[config.mk]
export PLATFORM = sky130hd
export DESIGN_NAME = fb_write_arbiter_flat
export DESIGN_NICKNAME = d
export VERILOG_FILES = /design/src/rtl/fb_pkg.sv /design/src/rtl/fb_write_arbiter_if.sv /design/src/rtl/fb_rr_arb2.sv /design/src/rtl/fb_write_arbiter.sv /design/src/flat_wrapper.sv
export SDC_FILE = /design/constraint.sdc
export NUM_CORES = 1
export LEC_CHECK = 0
export CAP_MARGIN = 30
export CORE_UTILIZATION = 25
export CTS_CLUSTER_DIAMETER = 100
export DETAILED_ROUTE_END_ITERATION = 12
export GPL_TIMING_DRIVEN = 0
export PLACE_DENSITY = 0.56
export SLEW_MARGIN = 15
export SYNTH_ARGS = -nofsm -noshare
export SYNTH_HDL_FRONTEND = slang
export SYNTH_HIERARCHICAL = 1
export SYNTH_SLANG_ARGS = --single-unit
[constraint.sdc]
create_clock -name CLK -period 2.6 [get_ports CLK]
set_clock_uncertainty 0.15 [all_clocks]
set_input_delay 0.52 -clock CLK [delete_from_list [all_inputs] [get_ports CLK]]
set_output_delay 0.52 -clock CLK [all_outputs]
set_load 0.02 [all_outputs]
[src/rtl/fb_pkg.sv]
// Frame-buffer geometry, write-path state encoding and address helpers
// shared by the write arbiter and the VGA address mapping.
package fb_pkg;

  localparam int unsigned X_W   = 8;
  localparam int unsigned Y_W   = 7;
  localparam int unsigned X_MAX = 159;
  localparam int unsigned Y_MAX = 119;
  localparam int unsigned A_W   = X_W + Y_W;

  typedef enum logic [1:0] {
    ARB      = 2'd0,
    CLR_WAIT = 2'd1,
    CLR_RUN  = 2'd2
  } state_t;

  function automatic logic [A_W-1:0] fb_addr(input logic [Y_W-1:0] y,
                                             input logic [X_W-1:0] x);
    return {y, x};
  endfunction

  function automatic logic fb_in_range(input logic [X_W-1:0] x,
                                       input logic [Y_W-1:0] y);
    return (x <= X_W'(X_MAX)) && (y <= Y_W'(Y_MAX));
  endfunction

endpackage

[src/rtl/fb_write_arbiter_if.sv]
// Requester, clear-control, vsync and frame-buffer write signals of the
// write arbiter; slave is the arbiter side, master the surrounding system.
interface fb_write_arbiter_if;
  import fb_pkg::*;

  logic           R0_VALID;
  logic [X_W-1:0] R0_X;
  logic [Y_W-1:0] R0_Y;
  logic           R0_DATA;
  logic           R0_READY;
  logic           R1_VALID;
  logic [X_W-1:0] R1_X;
  logic [Y_W-1:0] R1_Y;
  logic           R1_DATA;
  logic           R1_READY;
  logic           CLEAR_START;
  logic           CLEAR_VALUE;
  logic           CLEAR_BUSY;
  logic           CLEAR_DONE;
  logic           VGA_VS;
  logic           FB_WE;
  logic [A_W-1:0] FB_WADDR;
  logic           FB_WDATA;

  modport slave (
    input  R0_VALID, R0_X, R0_Y, R0_DATA,
    input  R1_VALID, R1_X, R1_Y, R1_DATA,
    input  CLEAR_START, CLEAR_VALUE, VGA_VS,
    output R0_READY, R1_READY, CLEAR_BUSY, CLEAR_DONE,
    output FB_WE, FB_WADDR, FB_WDATA
  );

  modport master (
    output R0_VALID, R0_X, R0_Y, R0_DATA,
    output R1_VALID, R1_X, R1_Y, R1_DATA,
    output CLEAR_START, CLEAR_VALUE, VGA_VS,
    input  R0_READY, R1_READY, CLEAR_BUSY, CLEAR_DONE,
    input  FB_WE, FB_WADDR, FB_WDATA
  );

endinterface

[src/rtl/fb_rr_arb2.sv]
// Two-requester round-robin arbiter; the pointer names the requester that
// wins a tie and flips to the other side after every grant.
module fb_rr_arb2 (
  input  logic       CLK,
  input  logic       RESET,
  input  logic       i_en,
  input  logic [1:0] i_valid,
  output logic [1:0] o_grant
);

  logic r_ptr;
  logic w_g0;
  logic w_g1;

  assign w_g0    = i_en & i_valid[0] & (~i_valid[1] | ~r_ptr);
  assign w_g1    = i_en & i_valid[1] & (~i_valid[0] |  r_ptr);
  assign o_grant = {w_g1, w_g0};

  always_ff @(posedge CLK) begin
    if (RESET)     r_ptr <= 1'b0;
    else if (w_g0) r_ptr <= 1'b1;
    else if (w_g1) r_ptr <= 1'b0;
  end

endmodule

[src/rtl/fb_write_arbiter.sv]
// Single write port of the 1-bit frame buffer: round-robin pixel writes from
// two requesters plus a whole-buffer clear engine, optionally vblank-aligned.
module fb_write_arbiter
  import fb_pkg::*;
#(
  parameter int unsigned WAIT_VBLANK = 1
) (
  input logic               CLK,
  input logic               RESET,
  fb_write_arbiter_if.slave bus
);

  state_t         r_state;
  logic [X_W-1:0] r_cx;
  logic [Y_W-1:0] r_cy;
  logic           r_val;
  logic           r_vs;
  logic           r_we;
  logic [A_W-1:0] r_waddr;
  logic           r_wdata;
  logic           r_done;

  logic           w_en;
  logic [1:0]     w_grant;
  logic           w_vs_fall;
  logic           w_x_last;
  logic           w_y_last;

  // Reset gates READY so requesters see no acceptance while held in reset.
  assign w_en      = (r_state == ARB) & ~RESET;
  assign w_vs_fall = r_vs & ~bus.VGA_VS;
  assign w_x_last  = (r_cx == X_W'(X_MAX));
  assign w_y_last  = (r_cy == Y_W'(Y_MAX));

  fb_rr_arb2 u_arb (
    .CLK     (CLK),
    .RESET   (RESET),
    .i_en    (w_en),
    .i_valid ({bus.R1_VALID, bus.R0_VALID}),
    .o_grant (w_grant)
  );

  assign bus.R0_READY   = w_grant[0];
  assign bus.R1_READY   = w_grant[1];
  assign bus.CLEAR_BUSY = (r_state != ARB);
  assign bus.CLEAR_DONE = r_done;
  assign bus.FB_WE      = r_we;
  assign bus.FB_WADDR   = r_waddr;
  assign bus.FB_WDATA   = r_wdata;

  always_ff @(posedge CLK) begin
    if (RESET) begin
      r_state <= ARB;
      r_cx    <= '0;
      r_cy    <= '0;
      r_val   <= 1'b0;
      r_vs    <= 1'b1;
      r_we    <= 1'b0;
      r_waddr <= '0;
      r_wdata <= 1'b0;
      r_done  <= 1'b0;
    end else begin
      r_vs   <= bus.VGA_VS;
      r_we   <= 1'b0;
      r_done <= 1'b0;
      case (r_state)
        ARB: begin
          // Out-of-range requests are still granted (consumed) but never written.
          if (w_grant[0] && fb_in_range(bus.R0_X, bus.R0_Y)) begin
            r_we    <= 1'b1;
            r_waddr <= fb_addr(bus.R0_Y, bus.R0_X);
            r_wdata <= bus.R0_DATA;
          end else if (w_grant[1] && fb_in_range(bus.R1_X, bus.R1_Y)) begin
            r_we    <= 1'b1;
            r_waddr <= fb_addr(bus.R1_Y, bus.R1_X);
            r_wdata <= bus.R1_DATA;
          end
          if (bus.CLEAR_START) begin
            r_state <= (WAIT_VBLANK != 0) ? CLR_WAIT : CLR_RUN;
            r_val   <= bus.CLEAR_VALUE;
            r_cx    <= '0;
            r_cy    <= '0;
          end
        end
        CLR_WAIT: begin
          if (w_vs_fall) r_state <= CLR_RUN;
        end
        CLR_RUN: begin
          r_we    <= 1'b1;
          r_waddr <= fb_addr(r_cy, r_cx);
          r_wdata <= r_val;
          if (w_x_last) begin
            r_cx <= '0;
            if (w_y_last) begin
              r_cy    <= '0;
              r_state <= ARB;
              r_done  <= 1'b1;
            end else begin
              r_cy <= r_cy + Y_W'(1);
            end
          end else begin
            r_cx <= r_cx + X_W'(1);
          end
        end
        default: r_state <= ARB;
      endcase
    end
  end

endmodule

[src/flat_wrapper.sv]
// flat-port wrapper written by rule: the top's interface ports become plain ports
module fb_write_arbiter_flat import fb_pkg::*;
#(
  parameter int unsigned WAIT_VBLANK = 1
)
  (CLK, RESET, bus_R0_VALID, bus_R0_X, bus_R0_Y, bus_R0_DATA, bus_R1_VALID, bus_R1_X, bus_R1_Y, bus_R1_DATA, bus_CLEAR_START, bus_CLEAR_VALUE, bus_VGA_VS, bus_R0_READY, bus_R1_READY, bus_CLEAR_BUSY, bus_CLEAR_DONE, bus_FB_WE, bus_FB_WADDR, bus_FB_WDATA);
  fb_write_arbiter_if bus_i ();
  input logic CLK;
  input logic RESET;
  input wire logic [$bits(bus_i.R0_VALID)-1:0] bus_R0_VALID;
  input wire logic [$bits(bus_i.R0_X)-1:0] bus_R0_X;
  input wire logic [$bits(bus_i.R0_Y)-1:0] bus_R0_Y;
  input wire logic [$bits(bus_i.R0_DATA)-1:0] bus_R0_DATA;
  input wire logic [$bits(bus_i.R1_VALID)-1:0] bus_R1_VALID;
  input wire logic [$bits(bus_i.R1_X)-1:0] bus_R1_X;
  input wire logic [$bits(bus_i.R1_Y)-1:0] bus_R1_Y;
  input wire logic [$bits(bus_i.R1_DATA)-1:0] bus_R1_DATA;
  input wire logic [$bits(bus_i.CLEAR_START)-1:0] bus_CLEAR_START;
  input wire logic [$bits(bus_i.CLEAR_VALUE)-1:0] bus_CLEAR_VALUE;
  input wire logic [$bits(bus_i.VGA_VS)-1:0] bus_VGA_VS;
  output wire logic [$bits(bus_i.R0_READY)-1:0] bus_R0_READY;
  output wire logic [$bits(bus_i.R1_READY)-1:0] bus_R1_READY;
  output wire logic [$bits(bus_i.CLEAR_BUSY)-1:0] bus_CLEAR_BUSY;
  output wire logic [$bits(bus_i.CLEAR_DONE)-1:0] bus_CLEAR_DONE;
  output wire logic [$bits(bus_i.FB_WE)-1:0] bus_FB_WE;
  output wire logic [$bits(bus_i.FB_WADDR)-1:0] bus_FB_WADDR;
  output wire logic [$bits(bus_i.FB_WDATA)-1:0] bus_FB_WDATA;
  assign bus_i.R0_VALID = bus_R0_VALID;
  assign bus_i.R0_X = bus_R0_X;
  assign bus_i.R0_Y = bus_R0_Y;
  assign bus_i.R0_DATA = bus_R0_DATA;
  assign bus_i.R1_VALID = bus_R1_VALID;
  assign bus_i.R1_X = bus_R1_X;
  assign bus_i.R1_Y = bus_R1_Y;
  assign bus_i.R1_DATA = bus_R1_DATA;
  assign bus_i.CLEAR_START = bus_CLEAR_START;
  assign bus_i.CLEAR_VALUE = bus_CLEAR_VALUE;
  assign bus_i.VGA_VS = bus_VGA_VS;
  assign bus_R0_READY = bus_i.R0_READY;
  assign bus_R1_READY = bus_i.R1_READY;
  assign bus_CLEAR_BUSY = bus_i.CLEAR_BUSY;
  assign bus_CLEAR_DONE = bus_i.CLEAR_DONE;
  assign bus_FB_WE = bus_i.FB_WE;
  assign bus_FB_WADDR = bus_i.FB_WADDR;
  assign bus_FB_WDATA = bus_i.FB_WDATA;
  fb_write_arbiter #(.WAIT_VBLANK(WAIT_VBLANK)) u_core (.CLK(CLK), .RESET(RESET), .bus(bus_i));
endmodule
==> results.py, run 1 <==
metrics = {
    "yosys": {
        "syn_inst": 256,
        "yosysWarnings": 6,
        "synthXorXnorAreaFrac": 0.00418,
        "synth_nets": 297,
        "synth_flop_cell": "dfxtp_1",
        "yosysSeqAreaShare": 0.363,
        "yosys.area_share.simple": 0.234,
        "synth-compound-area-share": 0.298,
        "synth_enable_flop_cells": 0,
        "ys_types": 44,
        "synth_top_area_frac": 0.363,
        "syn_avg_cell_area_sq_um": 8.19,
        "synthArstFlopShare": 0,
        "synthMuxAreaShare": 0.00955,
        "yosysTopAreaCell": "dfxtp_1",
        "netlist_area_sq_mm": 0.00210,
        "synth.area.top_cells": "dfxtp_1 (36%), a32o_1 (5.3%), nor2_1 (4.8%)",
        "synth_top_family_by_area": "compound AO/OA/AOI/OAI gates",
        "synth.ff_latch_count": 38,
        "synthAdderAreaFrac": 0.0119,
    },
    "floorplanning": {
        "pin_count": 60,
        "dieArea_sq_mm": 0.00876,
        "core_sq_mm": 0.00818,
        "row_count": 33,
        "initial_utilization": 0.257,
        "die_w_um": 93.6,
        "dieHeight_um": 93.6,
    },
    "layout": {
        "drive_above_1_share": 0.129,
        "final_cell_mix": "clkdlybuf4s50_1 (56), dfxtp_1 (38), nor2_1 (25), a21oi_1 (19), nand2_1 (18)",
        "final_util": 0.364,
        "mostFrequentLayoutCell": "clkdlybuf4s50_1",
        "num-nets-final": 366,
        "fin_area_sq_mm": 0.00298,
        "diodes": 0,
        "area_delta_synth_final_pct": 42.1,
    },
    "pwr": {
        "power.leakage_nw": 1.04,
        "powerDensity_mw_per_mm2": 470,
        "power_mw": 1.40,
        "peakVddDrop_mv": 0.224,
    },
    "sta": {
        "tightest_slew_ps": 531,
        "drv_slew": 0,
        "hold_violations": 0,
        "fin_crit_sh": 0.953,
        "period_needed_ps": 2480,
        "finalSetupTns_ps": 0,
        "finalSetupViolations": 0,
        "fmax_mhz": 404,
        "slew_headroom": 0.646,
        "rsz0062_at_grt": "false",
    },
    "setup_path": {
        "cp.required_ps": 1930,
        "cp-start-kind": "flop",
        "critPathCaptureType": "output pin",
        "worstSetupPathType": "flop to output pin",
        "arrival_ps": 1810,
        "rrSetupSlack_ps": 170,
        "r2r-end": "u_core/bus.FB_WADDR[4]$_SDFFE_PP0P_",
        "crit_fanout": 10,
        "worstRegToRegCells": 11,
        "regToRegStartpoint": "u_core/r_state[1]$_SDFFE_PP0P_",
    },
    "min_path": {
        "hp-start": "u_core/bus.FB_WADDR[2]$_SDFFE_PP0P_",
        "hold_depth": 1,
        "hold_end": "u_core/bus.FB_WADDR[2]$_SDFFE_PP0P_",
        "hold_path_class": "flop to flop",
    },
    "global_routing": {
        "gr-total-overflow": 0,
        "grt_pass1_vias": 2063,
        "antenna_found_initial": 0,
        "grt_pass1_wl_um": 10100,
        "grt.total_usage": 0.149,
        "grt_max_degree": 12,
    },
    "clocking": {
        "clock-sinks": 38,
        "cts_tree": "done",
        "clk_latency_ps": 280,
        "cts_max_level": 2,
        "clockRootBuffer": "clkbuf_8",
        "ctsHoldBuffers": 0,
        "cts_made_buffers": 5,
        "cts_buffer_depth": 2,
        "path_clk_slew_ps": 70,
    },
    "routing": {
        "drtAntennaViolNets": 0,
        "via_count": 2210,
        "drt_iter0_drc": 106,
        "route.detailed.drc": 0,
        "routed_wl_um": 6460,
        "dr.pass1.iters": 4,
        "wl_per_cell_um": 15.0,
        "vias_per_cell": 5.13,
    },
    "run": {
        "drv_cap": 0,
    },
    "placement": {
        "place_congestion": 0.803,
        "placed_area_sq_mm": 0.00282,
        "port_buffers": 59,
        "dp_hpwl_um": 4900,
    },
    "run_status": {
        "run_status": "finished clean",
    },
}
layer usage:
| layer | GRT usage | vias up | routed length (um) |
|---|---|---|---|
| met4 | 0.0346 | 0 | 42 |
| met2 | 0.263 | 50 | 3290 |
| met3 | 0.0293 | 4 | 304 |
| met1 | 0.185 | 1057 | 2820 |
| li1 | - | 1099 | - |
| met5 | 0 | - | 0 |
logic make-up (layout without fill, tap and decap cells):
kind of cell	Yosys count	after routing
flip-flops	38	38
adder cells (fa/ha/maj)	2	2
multiplexers	2	2
XOR/XNOR	1	1
AND/OR/NAND/NOR	93	93
buffers and inverters	35	105
AO/OA/AOI/OAI	85	85
through the flow:
stage / worst slack, ps / instances / hold WS [ps]
finish: 123 / 431 / 318
global route: 4.47 / 431 / 349
CTS: 19.0 / 428 / 327
detailed placement: -1080 / 420 / 309
global placement: -1010 / 420 / 300
floorplan: 3.18 / 256 / 281
area by class of cell:
| class | instances | area (sq um) |
|---|---|---|
| inverters | 14 | 56.3 |
| clock inverters | 1 | 5.00 |
| well taps | 105 | 131 |
| multi-input cells | 183 | 1200 |
| flip-flops and latches | 38 | 761 |
| repair buffers | 63 | 612 |
| plain buffers | 20 | 126 |
| clock buffers | 7 | 86.3 |
| fillers | 876 | 5200 |
repair_timing:
| action | in CTS | in global routing |
|---|---|---|
| pin swaps | 2 | 1 |
| setup endpoints to repair | 19 | 15 |
| setup buffers | 1 | 3 |
| cloned | 0 | 0 |
| resized for setup | 14 | 11 |
report_power, final:
| part | switching [mW] | leakage, nW | internal (mW) |
|---|---|---|---|
| Sequential | 0.0186 | 0.309 | 0.613 |
| Combinational | 0.184 | 0.688 | 0.175 |
| Clock | 0.197 | 0.0482 | 0.214 |
| Total | 0.399 | 1.04 | 1.00 |
critical path, cell delays in order (launching register included):
cell and delay, ps:
dfxtp_1 340, buf_2 200, nor2_2 140, inv_1 90, nor2_4 110, nand2_1 70, a21oi_1 120, buf_4 180
clkdlybuf4s15_2 270
synth_stat cells, drive strengths merged (2+ instances only):
cell type  number
clkbuf          7
and4            2
dfxtp          38
a22o            5
o31ai           4
nand3b          3
a21oi          19
nor3            5
nand3           8
a311oi          7
or4             3
nand2b         10
nor4            3
a32o           11
a31oi           3
ha              2
or3             5
inv            14
mux2i           2
a41oi          10
buf            14
nor3b           2
o21ai          16
a211oi          5
nand4           3
and3            2
nor2           27
nand2          18
how the worst max path moves through the flow:
stage	startpoint	slack (ps)	depth (start not counted)	endpoint
6_report	u_core/r_state[1]$_SDFFE_PP0P_	120	8	bus_R0_READY
5_1_grt	u_core/r_state[1]$_SDFFE_PP0P_	4	8	bus_R0_READY
4_1_cts	RESET	20	10	u_core/bus.FB_WADDR[4]$_SDFFE_PP0P_
3_5_place_dp	RESET	-1080	11	u_core/bus.FB_WADDR[4]$_SDFFE_PP0P_
3_3_place_gp	RESET	-1010	11	u_core/bus.FB_WADDR[9]$_SDFFE_PP0P_
2_1_floorplan	RESET	3	11	u_core/bus.FB_WADDR[10]$_SDFFE_PP0P_
flip-flops by register name, indices dropped and copies added, names as in the netlist, 2 cells and up:
register	cells
u_core/r_cy	7
u_core/bus.FB_WADDR	15
u_core/r_state	2
u_core/r_cx	8
Note: power is estimated with default switching activity, not from simulation.
==> inputs of run 2 (changes only) <==
- CORE_UTILIZATION: 25 -> 43
- PLACE_DENSITY: 0.56 -> 0.83
==> results.py, run 2 (synthesis gave the netlist of run 1 again) <==
metrics = {
    "run_status": {
        "run_status": "finished clean",
    },
    "setup_path": {
        "cp.required_ps": 2640,
        "worstRegToRegCells": 12,
        "regToRegStartpoint": "u_core/r_state[1]$_SDFFE_PP0P_",
        "arrival_ps": 2470,
        "cp-start-kind": "flop",
        "crit_fanout": 10,
        "worstSetupPathType": "flop to flop",
        "crit_path_start": "u_core/r_state[1]$_SDFFE_PP0P_",
        "critPathCaptureType": "flop",
    },
    "routing": {
        "drt_iter0_drc": 212,
        "drtAntennaViolNets": 0,
        "dr.pass1.iters": 4,
        "wl_per_cell_um": 15.9,
        "via_count": 2295,
        "vias_per_cell": 5.90,
        "routed_wl_um": 6170,
        "route.detailed.drc": 0,
    },
    "pwr": {
        "peakVddDrop_mv": 0.274,
        "power.leakage_nw": 1.13,
        "pwr-share-seq": 0.386,
        "comb_power_share": 0.231,
        "p_int_mw": 1.21,
        "p_clk_frac": 0.383,
        "power.net_switching_mw": 0.422,
        "power_mw": 1.63,
        "powerDensity_mw_per_mm2": 534,
        "p_sw_frac": 0.258,
    },
    "clocking": {
        "ctsHoldBuffers": 0,
        "cts_max_level": 2,
        "cts_tree": "done",
        "path_clk_slew_ps": 70,
        "cts_made_buffers": 5,
        "cts_buffer_depth": 2,
        "clk_latency_ps": 300,
        "clock-sinks": 38,
        "clockRootBuffer": "clkbuf_8",
    },
    "placement": {
        "place_ws_ps": -960,
        "port_buffers": 59,
        "dp_hpwl_um": 4180,
        "place_congestion": 0.904,
    },
    "global_routing": {
        "grt_pass1_vias": 2120,
        "gr-total-overflow": 0,
        "antenna_found_initial": 0,
        "grt_max_degree": 13,
        "grt_pass1_wl_um": 9860,
        "grt.total_usage": 0.245,
    },
    "floorplanning": {
        "pin_count": 60,
        "dieArea_sq_mm": 0.00516,
        "die_w_um": 71.8,
        "row_count": 25,
        "core_sq_mm": 0.00469,
        "dieHeight_um": 71.8,
        "initial_utilization": 0.447,
    },
    "layout": {
        "drive_above_1_share": 0.155,
        "regArea_sq_um": 761,
        "area_delta_synth_final_pct": 46.0,
        "diodes": 0,
        "mostFrequentLayoutCell": "clkdlybuf4s50_1",
        "num-nets-final": 375,
        "largest_register_ffs": 15,
        "final_cell_mix": "clkdlybuf4s50_1 (56), dfxtp_1 (38), nor2_1 (25), nand2_1 (18), a21oi_1 (18)",
        "fill_cells": 390,
        "multi_input_area_sq_mm": 0.00120,
    },
    "sta": {
        "slew_headroom": 0.631,
        "finalSetupViolations": 0,
        "period_needed_ps": 2430,
        "hold_slack_ps": 297,
        "fmax_mhz": 411,
        "setup_ws_ps": 169,
        "rsz0062_at_grt": "false",
        "fin_crit_sh": 0.935,
        "hold_violations": 0,
        "finalSetupTns_ps": 0,
        "drv_slew": 0,
        "tightest_slew_ps": 553,
    },
    "run": {
        "drv_cap": 0,
    },
    "min_path": {
        "hp-start": "RESET",
        "hold_depth": 2,
        "hold_path_class": "input port to flop",
    },
}
run 2: path summary, 6_finish.rpt:
check                                                       endpoint  slack, ps
worst max-delay path            u_core/bus.FB_WADDR[13]$_SDFFE_PP0P_        170
worst min-delay path                 u_core/u_arb/r_ptr$_SDFFE_PP0P_        300
worst max register to register  u_core/bus.FB_WADDR[13]$_SDFFE_PP0P_        170
worst min register to register             u_core/r_val$_SDFFE_PP0P_        320
run 2: timing repair:
item,4_1_cts,5_1_grt
pin swaps,3,2
setup buffers,8,3
gates resized for setup,25,8
hold endpoints to repair,0,0
gates cloned,1,0
endpoints found under the setup margin,19,18
run 2: critical path, stage by stage (launching register included):
cell	delay (ps)
dfxtp_1	340
buf_4	190
nor2_2	120
inv_1	80
nor2_4	120
nand2_1	70
a21oi_2	140
buf_6	150
buf_4	120
nand3_2	150
a31o_4	270
buf_2	200
a32o_1	220
run 2: power groups by stage:
stage / combinational [mW] / clock, mW / sequential, mW
floorplan: 0.153 / 0 / 0.670
finish: 0.377 / 0.626 / 0.632
global placement: 0.333 / 0 / 0.644
CTS: 0.360 / 0.637 / 0.631
global route: 0.405 / 0.658 / 0.635
detailed placement: 0.335 / 0 / 0.645
run 2: final cells by class:
type,count,share of cell area
Inverter,14,0.0184
Sequential cell,38,0.248
Tap cell,54,0.0221
Timing Repair Buffer,71,0.223
Clock inverter,2,0.0196
Multi-Input combinational cell,183,0.394
Clock buffer,6,0.0270
Buffer,21,0.0478
run 2: metrics by stage:
step           area, sq um  utilization  instances
2_1_floorplan         2100            -        256
3_3_place_gp          2760        0.587        369
3_5_place_dp          2760        0.587        369
4_1_cts               3020        0.643        386
5_1_grt               3060        0.653        389
6_report              3060        0.653        389
run 2: routing by layer:
| layer | vias to the layer above | routed length (um) | GRT usage |
|---|---|---|---|
| li1 | 1116 | - | - |
| met1 | 1048 | 2810 | 0.314 |
| met5 | - | 0 | 0 |
| met3 | 18 | 495 | 0.0591 |
| met4 | 0 | 156 | 0.122 |
| met2 | 113 | 2720 | 0.385 |
